===== config.mk =====
export PLATFORM = sky130hd
export DESIGN_NAME = alu_arbiter
export DESIGN_NICKNAME = d
export VERILOG_FILES = /design/src/rtl/alu_arbiter.sv
export SDC_FILE = /design/constraint.sdc
export NUM_CORES = 1
export LEC_CHECK = 0
export CAP_MARGIN = 20
export CORE_UTILIZATION = 39
export CTS_BUF_LIST = sky130_fd_sc_hd__clkbuf_16
export DETAILED_ROUTE_END_ITERATION = 8
export GPL_TIMING_DRIVEN = 0
export PLACE_DENSITY = 0.88
export SKIP_LAST_GASP = 1
export SYNTH_ARGS = -nofsm -noshare
export SYNTH_HDL_FRONTEND = slang
export SYNTH_SLANG_ARGS = --single-unit

===== constraint.sdc =====
create_clock -name clk -period 8.5 [get_ports clk]
set_input_delay 0.85 -clock clk [delete_from_list [all_inputs] [get_ports clk]]
set_output_delay 0.85 -clock clk [all_outputs]
set_load 0.1 [all_outputs]

===== src/rtl/alu_arbiter.sv =====
// alu_arbiter: round-robin sharing of one 16-bit ALU across NUM_REQ requesters with a 2-stage pipeline.
// Optional macro ALU_ARB_PRIO0_EN gives requester 0 fixed highest priority.
module alu_arbiter #(
  parameter int NUM_REQ = 4,
  parameter int IDX_W = $clog2(NUM_REQ)
) (
  input  logic                    clk,
  input  logic                    rst,
  input  logic                    en,
  input  logic [NUM_REQ-1:0]      req_valid,
  input  logic [4*NUM_REQ-1:0]    req_op,
  input  logic [16*NUM_REQ-1:0]   req_a,
  input  logic [16*NUM_REQ-1:0]   req_b,
  output logic [NUM_REQ-1:0]      req_ready,
  output logic [15:0]             alu_a,
  output logic [15:0]             alu_b,
  output logic [3:0]              alu_op,
  input  logic [15:0]             alu_result,
  output logic [NUM_REQ-1:0]      rsp_valid,
  output logic [15:0]             rsp_result,
  output logic                    rsp_err,
  output logic                    busy
);
  logic [IDX_W-1:0] ptr, gnt, j, s1_idx;
  logic found, upd, xfer, s1_valid, s1_err;
  logic [15:0] sel_a, sel_b;
  logic [3:0] sel_op;
  // scan downward so the last hit is the one nearest ptr+1
  always_comb begin
    gnt = '0;
    j = '0;
    found = 1'b0;
    for (int k = NUM_REQ; k >= 1; k--) begin
      j = IDX_W'((int'(ptr) + k) % NUM_REQ);
      if (req_valid[j]) begin
        gnt = j;
        found = 1'b1;
      end
    end
    upd = found;
`ifdef ALU_ARB_PRIO0_EN
    if (req_valid[0]) begin
      gnt = '0;
      upd = 1'b0;
    end
`endif
  end
  always_comb begin
    sel_a = '0;
    sel_b = '0;
    sel_op = '0;
    for (int i = 0; i < NUM_REQ; i++)
      if (gnt == IDX_W'(i)) begin
        sel_a = req_a[16*i +: 16];
        sel_b = req_b[16*i +: 16];
        sel_op = req_op[4*i +: 4];
      end
  end
  assign req_ready = (en && found && !rst) ? NUM_REQ'(1) << gnt : '0;
  assign xfer = |(req_valid & req_ready);
  assign busy = s1_valid | (|rsp_valid);
  always_ff @(posedge clk or posedge rst)
    if (rst) begin
      ptr <= IDX_W'(NUM_REQ - 1);
      s1_valid <= 1'b0;
      s1_idx <= '0;
      s1_err <= 1'b0;
      alu_a <= '0;
      alu_b <= '0;
      alu_op <= 4'b0110;
      rsp_valid <= '0;
      rsp_result <= '0;
      rsp_err <= 1'b0;
    end else begin
      s1_valid <= xfer;
      if (xfer) begin
        alu_a <= sel_a;
        alu_b <= sel_b;
        alu_op <= sel_op;
        s1_idx <= gnt;
        s1_err <= sel_op > 4'b1100;
        if (upd) ptr <= gnt;
      end
      rsp_valid <= s1_valid ? NUM_REQ'(1) << s1_idx : '0;
      rsp_err <= s1_valid & s1_err;
      if (s1_valid) rsp_result <= s1_err ? 16'h0000 : alu_result;
    end
endmodule


# Yosys cells after proc, flatten, opt, wreduce, memory -nomap -nowiden
# Cells that the tools add are included.
[classes]
add_sub_neg = 4
n_mul = 0
n_div = 0
order_cmp = 5
n_eq_ne = 3
n_shift = 2
mux = 31
bitwise_logic = 3
reduce_logical = 7
[op_table]
columns = ["operator", "count"]
rows = [
  ["2-to-1 mux 16 bit", 9],
  ["2-to-1 mux 4 bit", 6],
  ["less-than comparator 2 x 3 -> 1 bit, second input constant", 4],
  ["binary-select mux 1 bit (select 2 bit)", 4],
  ["2-to-1 mux 1 bit", 8],
  ["2-to-1 mux 2 bit", 4],
  ["OR reduction 4 bit", 2],
  ["left shift 1 x 2 -> 4 bit, first input constant", 2],
  ["adder 2 x 1 -> 2 bit, second input constant", 2],
  ["adder 2 bit, second input constant", 2],
  ["AND 4 bit", 1],
  ["equality test 2 bit, second input constant", 2],
  ["greater-than comparator 4 bit, second input constant", 1],
  ["equality test 2 x 1 -> 1 bit, second input constant", 1],
  ["logical AND 1 bit", 2],
  ["logical NOT 2 bit", 1],
  ["AND reduction 2 bit", 1],
  ["AND 1 bit", 1],
  ["logical NOT 1 bit", 1],
  ["bitwise OR 1 bit", 1],
]
[word_totals]
register_bits = 63
latchBits = 0
ramBits = 0
rom_bits = 0
inputBits = 167
out_inout_bits = 62
mem_count = 0

# Logic depth before layout (Yosys ltp)
# Gate-level depths: netlist of the first run.
[logic_depth]
word_depth = 13
depth_mapped = 9
ltp_nobuf = 7

# Worst setup path before layout of the first run
# No wires, ideal clock.
[synth_path]
kind = "input to output"
from = "in rst"
to = "out req_ready[1]"
t_arrival_ns = 4.279
required_time_ns = 7.650
path_slack_ns = 3.371
cell_stages = 4
cell_sequence = "inv_1 nand3_1 clkbuf_1 nor2_1"
[synth_between]
elab_chain_len = 3
[synth_lines]
columns = ["item", "line", "rtl"]
rows = [
  ["from (decl)", "8", "input logic rst,"],
  ["logical NOT 1 bit (no line)", "--", ""],
  ["logical AND 1 bit", "59", "assign req_ready = (en && found && !rst) ? NUM_REQ'(1) << gnt : '0;"],
  ["2-to-1 mux 4 bit", "59", ""],
  ["to (decl)", "14", "output logic [NUM_REQ-1:0] req_ready,"],
]
# No other way between the ends.

# Worst setup path after layout of the first run
[layout_path]
from = "in rst"
to = "out req_ready[2]"
# Same word-level chain as after synthesis.

==> impl_metrics.yaml, run 1 <==
logic_synthesis:
  ys_seq_area_frac: 0.4625
  syn_area_um2: 3420
  avgSynthCellArea_um2: 9.660
  synth.yosys.warnings: 0
  synth_edf_count: 0
  ys_async_sr_fraction: 1.000
  synthTopCellsByArea: "dfrtp_1 (43%), a222oi_1 (9.4%), nand2_1 (7.4%), mux2_2 (5.9%), o21ai_0 (5.4%)"
  synth.most_common_cell: "nand2_1"
  syn_inst: 354
  ys_ff_latch: 63
  synth_commonest_cells: "nand2_1 (67), dfrtp_1 (59), o21ai_0 (37), a222oi_1 (32)"
  ys.flop_type: "dfrtp_1"
  synth_top_area_frac: 0.4318
  synth_largest_area_cell: "dfrtp_1"
  synth_nets: 521
  yosysUniqueCellTypes: 40
clocking:
  cts_resized: 0
  cts_inserted_buffers: 9
  cts_tree: "done"
  clockRootBuffer: "clkbuf_16"
  postCtsSetupBuffers: 0
  clock_path_buffers: 2
  cts.clk_slew.worst_paths_ns: 0.05
  h-tree-depth: 3
  clk_latency_ns: 0.32
  cts-hold-fix-buffers: 0
  cts.sinks: 63
timing:
  tns_ns: 0
  finalCritPeriodShare: 0.6157
  finalSetupViolCount: 0
  slew_viol_final: 0
  rsz0062_at_grt: "false"
  skew_ns: 0.008101
  worstMarginPinSlew_ns: 1.041
  period_minus_slack_ns: 5.234
  hold_viol: 0
  max_freq_mhz: 191.1
  slew_headroom: 0.3039
critical_path:
  worstSetupPathType: "in2out"
  r2r_end: "s1_err$_DFFE_PP0P_"
  path_max_fanout: 34
  cp.arrival_ns: 4.38
  path_cells: "clkdlybuf4s50_1 -> inv_2 -> buf_12 -> nand3_1 -> inv_1 -> clkbuf_1 -> and3_1 -> clkdlybuf4s50_1"
  reg2reg_from: "ptr[1]$_DFFE_PP1P_"
  slowest_stage: "clkdlybuf4s50_1"
  crit_required_ns: 7.65
  cp_common_cell: "clkdlybuf4s50_1"
  end_kind: "output pin"
  start_kind: "input port"
  worst-r2r-cell-count: 8
  slowest_delay_ns: 1.13
  r2r_slack_ns: 5.69
floorplan:
  start_util: 0.4100
  rows: 33
  die_height_um: 95.64
  coreArea_um2: 8341
  ios: 229
  die-area_um2: 9146
  die_w_um: 95.64
finish:
  final_util: 0.7309
  diodes: 0
  n_fill_cell: 614
  area_growth_pct: 78.27
  final_cell_count_no_fill: 703
  layout-drive-gt1-share: 0.09365
  nets: 760
detailed_routing:
  postRouteAntennaNets: 0
  vias: 3818
  first_iter_violations: 228
  drcViolationCount: 0
  routed_wl_um: 12410
  drt-pass1-iter-count: 6
  wire_per_inst_um: 17.66
  vias_per_cell: 5.431
worst_hold_path:
  hold_end: "alu_op[1]$_DFFE_PP1P_"
  worst_hold_path_type: "reg2reg"
  holdPathStages: 2
  holdCritStartpoint: "alu_op[1]$_DFFE_PP1P_"
placed_design:
  placed_cells: 687
  hpwlAfterDp_um: 9729
  gp_congestion: 0.8236
  portBuffers: 227
grt:
  grt_pass1_vias: 3914
  grt_use_met3: 0.07257
  grtUsageMet1: 0.2872
  grt.total_usage: 0.2692
  antenna_found_initial: 0
  grt-busiest-layer: "met2"
  grt_overflow: 0
  met2_usage: 0.4988
  grt_max_degree: 35
  grt_pass1_wl_um: 18490
power:
  leakage_nw: 2.561
  peakVddDrop_uv: 168.6
  power_density_nw_per_um2: 280.4
job:
  maxCapViolCount: 0
run_status:
  outcome: "finished clean"
==> report_power, final <==
part / total, mW / internal (mW) / switching (mW)
sequential: 0.415 / 0.374 / 0.0417
clock: 0.305 / 0.190 / 0.115
combinational: 0.989 / 0.296 / 0.693
==> state kept, by name, indices dropped and copies added, names as in the netlist <==
register / flops
rsp_err: 1
ptr: 2
s1_idx: 2
alu_op: 4
alu_a: 16
rsp_result: 16
s1_err: 1
alu_b: 16
s1_valid: 1
rsp_valid: 4
==> logic make-up (layout without fill, tap and decap cells) <==
kind of cell	count (synthesis)	after routing	synth area share
AND/OR/NAND/NOR	94	94	0.1171
AO/OA/AOI/OAI	108	108	0.2287
buffers and inverters	55	299	0.06952
flip-flops	63	63	0.4625
multiplexers	34	34	0.1222
==> cell usage in the layout (no fill, tap or decap), drive strengths merged <==
| master | count |
|---|---|
| o211ai | 2 |
| o22ai | 4 |
| mux2i | 2 |
| nor3 | 2 |
| a32o | 1 |
| nor3b | 1 |
| a22oi | 1 |
| and3 | 4 |
| o31a | 2 |
| nand2 | 67 |
| a211oi | 1 |
| o21ai | 51 |
| dfstp | 4 |
| o31ai | 3 |
| or3 | 1 |
| clkbuf | 32 |
| nor2b | 2 |
| o21a | 1 |
| o32ai | 1 |
| a211o | 2 |
| dfrtp | 59 |
| nor2 | 9 |
| a222oi | 32 |
| mux2 | 32 |
| and2 | 3 |
| nand2b | 1 |
| inv | 29 |
| clkdlybuf4s50 | 227 |
| nand3 | 3 |
| buf | 9 |
| clkinv | 2 |
| and3b | 1 |
| a2bb2oi | 1 |
| a21oi | 5 |
| a221o | 1 |
==> area by class of cell <==
type                            instances  area, um^2  share of cell area
Timing Repair Buffer                  228        2292              0.3760
Clock inverter                          7       27.53            0.004516
Tap cell                              105       131.4             0.02155
Inverter                               24       90.09             0.01478
Buffer                                 31       147.6             0.02422
Clock buffer                            9       225.2             0.03695
Sequential cell                        63        1582              0.2594
Multi-Input combinational cell        236        1600              0.2625
==> per-layer routing <==
layer	wire length [um]	vias up	share of wire
li1	-	1772	-
met1	4495	1802	0.36
met2	6473	219	0.52
met3	1135	25	0.091
met4	308	0	0.025
met5	0	-	0
==> stage by stage <==
stage | hold slack [ns] | setup slack [ns] | area, um^2 | total power [mW]
floorplan | 0.4497 | 3.371 | 3420 | 1.119
global placement | 0.4497 | 1.622 | 5823 | 1.388
detailed placement | 0.4631 | 3.196 | 5843 | 1.405
CTS | 0.4718 | 3.189 | 6096 | 1.717
global route | 0.4857 | 2.942 | 6096 | 1.780
finish | 0.4688 | 3.266 | 6096 | 1.709
==> worst max-delay path, delay by kind of cell <==
family                 cells  cell delay [ns]
AND/OR/NAND/NOR            2             0.60
buffers and inverters      6             2.91
==> worst max path at each step <==
stage          slack, ns      endpoint  startpoint  depth (start not counted)
6_report            3.27  req_ready[2]         rst                          8
5_1_grt             2.94  req_ready[2]         rst                          8
4_1_cts             3.19  req_ready[2]         rst                          8
3_5_place_dp        3.20  req_ready[2]         rst                          8
3_3_place_gp        1.62  req_ready[2]         rst                          7
2_1_floorplan       3.37  req_ready[1]         rst                          4
No activity file was read; power rests on OpenSTA's default activity.
==> inputs of run 2 (changes only) <==
--- a/config.mk
+++ b/config.mk
@@ -6,11 +6,11 @@
 export NUM_CORES = 1
 export LEC_CHECK = 0
 export CAP_MARGIN = 20
-export CORE_UTILIZATION = 39
+export CORE_UTILIZATION = 36
 export CTS_BUF_LIST = sky130_fd_sc_hd__clkbuf_16
 export DETAILED_ROUTE_END_ITERATION = 8
 export GPL_TIMING_DRIVEN = 0
-export PLACE_DENSITY = 0.88
+export PLACE_DENSITY = 0.82
 export SKIP_LAST_GASP = 1
 export SYNTH_ARGS = -nofsm -noshare
 export SYNTH_HDL_FRONTEND = slang
==> constraint.sdc (replaced) <==
create_clock -name clk -period 4.9 [get_ports clk]
set_input_delay 0.49 -clock clk [delete_from_list [all_inputs] [get_ports clk]]
set_output_delay 0.49 -clock clk [all_outputs]
set_load 0.1 [all_outputs]
==> run 2 against run 1 <==
Net effect: non-clock buffer count unchanged; setup slack worse by 2.7 ns; first-iteration DRC count up 1.3%; global-route usage down 1.2 points; routed wire length up 3.7%; flip-flop and latch count unchanged; final cell count up 3.4%; critical path type unchanged.
==> impl_metrics.yaml, run 2 (synthesized netlist as in run 1, its figures left out) <==
run_status:
  outcome: "finished clean"
clocking:
  postCtsSetupBuffers: 0
  clock_path_buffers: 2
  cts.clk_slew.worst_paths_ns: 0.05
  cts-hold-fix-buffers: 0
  h-tree-depth: 3
  cts_resized: 0
  cts_tree: "done"
  cts.sinks: 63
  clockRootBuffer: "clkbuf_16"
  cts_inserted_buffers: 9
  clk_latency_ns: 0.32
power:
  power_density_nw_per_um2: 496.7
  peakVddDrop_uv: 304.1
  fin_total_pwr_mw: 3.061
  leakage_nw: 2.558
finish:
  final_util: 0.6669
  fin_area_um2: 6162
  layout-drive-gt1-share: 0.1003
  layout_commonest_cell: "clkdlybuf4s50_1"
  top_regs: "alu_a: 16 flops, alu_b: 16 flops, rsp_result: 16 flops"
  diodes: 0
  n_fill_cell: 743
  layout_common_cells: "clkdlybuf4s50_1 (227), nand2_1 (67), dfrtp_1 (59), o21ai_0 (37), a222oi_1 (32)"
  final_cell_count_no_fill: 727
  nets: 760
  area_growth_pct: 80.20
critical_path:
  r2r_slack_ns: 1.97
  worstSetupPathType: "in2out"
  path_max_fanout: 32
  end_kind: "output pin"
  cp-startpoint: "rst"
  start_kind: "input port"
  r2r_end: "s1_err$_DFFE_PP0P_"
  worst-r2r-cell-count: 8
  crit_required_ns: 4.41
  cp.arrival_ns: 3.86
  reg2reg_from: "ptr[1]$_DFFE_PP1P_"
worst_hold_path:
  worst_hold_path_type: "reg2reg"
  holdCritStartpoint: "alu_op[1]$_DFFE_PP1P_"
  hold_end: "alu_op[1]$_DFFE_PP1P_"
  holdPathStages: 2
timing:
  finalSetupViolCount: 0
  finalCritPeriodShare: 0.8884
  fin_ws_ns: 0.5469
  period_minus_slack_ns: 4.353
  skew_ns: 0.004787
  slew_headroom: 0.2950
  rsz0062_at_grt: "false"
  max_freq_mhz: 229.7
  hold_viol: 0
  holdWs_ns: 0.4606
  slew_viol_final: 0
  worstMarginPinSlew_ns: 1.054
  tns_ns: 0
grt:
  grt_max_degree: 34
  grt_pass1_wl_um: 19630
  antenna_found_initial: 0
  grt.total_usage: 0.2573
  grt_overflow: 0
  grt_pass1_vias: 3910
detailed_routing:
  vias_per_cell: 5.241
  first_iter_violations: 231
  wire_per_inst_um: 17.71
  drt-pass1-iter-count: 5
  vias: 3810
  postRouteAntennaNets: 0
  routed_wl_um: 12870
  drcViolationCount: 0
placed_design:
  hpwlAfterDp_um: 10150
  placed_area_um2: 5873
  gp_congestion: 0.8508
  dp_slack_ns: 0.4479
  placed_cells: 711
  portBuffers: 227
floorplan:
  die-area_um2: 9892
  start_util: 0.3701
  die_height_um: 99.46
  ios: 229
  die_w_um: 99.46
  coreArea_um2: 9240
  rows: 35
job:
  maxCapViolCount: 0
## run 2: cell types whose count changed in the layout (fill, tap and decap cells not counted), sizes merged
cell,before,now
bufinv,0,1
inv,29,24
clkinvlp,0,1
clkinv,2,5
## run 2: layout make-up
| type | instances | area (um^2) | share of cell area |
|---|---|---|---|
| repair buffers | 228 | 2292 | 0.3720 |
| multi-input cells | 236 | 1600 | 0.2597 |
| well taps | 129 | 161.4 | 0.02619 |
| flip-flops and latches | 63 | 1582 | 0.2567 |
| clock buffers | 9 | 225.2 | 0.03655 |
| clock inverters | 7 | 63.81 | 0.01036 |
| inverters | 24 | 90.09 | 0.01462 |
| plain buffers | 31 | 147.6 | 0.02396 |
## run 2: power breakdown
group	total (mW)	switching [mW]	internal, mW
sequential	0.716	0.0687	0.647
combinational	1.73	1.22	0.514
clock	0.615	0.226	0.389
## run 2: layer usage
layer | GRT usage | vias up | part of all wire
met5 | 0 | - | 0
met4 | 0.08258 | 0 | 0.018
met3 | 0.05762 | 18 | 0.085
met2 | 0.4706 | 205 | 0.51
met1 | 0.2975 | 1811 | 0.39
li1 | - | 1776 | -
## run 2: worst max-delay path by stage
stage                    to  slack (ns)  cells past startpoint
6_report       req_ready[2]        0.55                      7
5_1_grt        req_ready[2]        0.21                      7
4_1_cts        req_ready[2]        0.44                      7
3_5_place_dp   req_ready[2]        0.45                      7
3_3_place_gp   req_ready[2]       -1.16                      7
2_1_floorplan  req_ready[1]        0.49                      4
## run 2: worst max-delay path, stage by stage
cell	delay, ns
clkdlybuf4s50_1	0.41
inv_2	0.50
nand3_1	0.50
inv_1	0.26
clkbuf_1	0.33
and3_1	0.22
clkdlybuf4s50_1	1.13
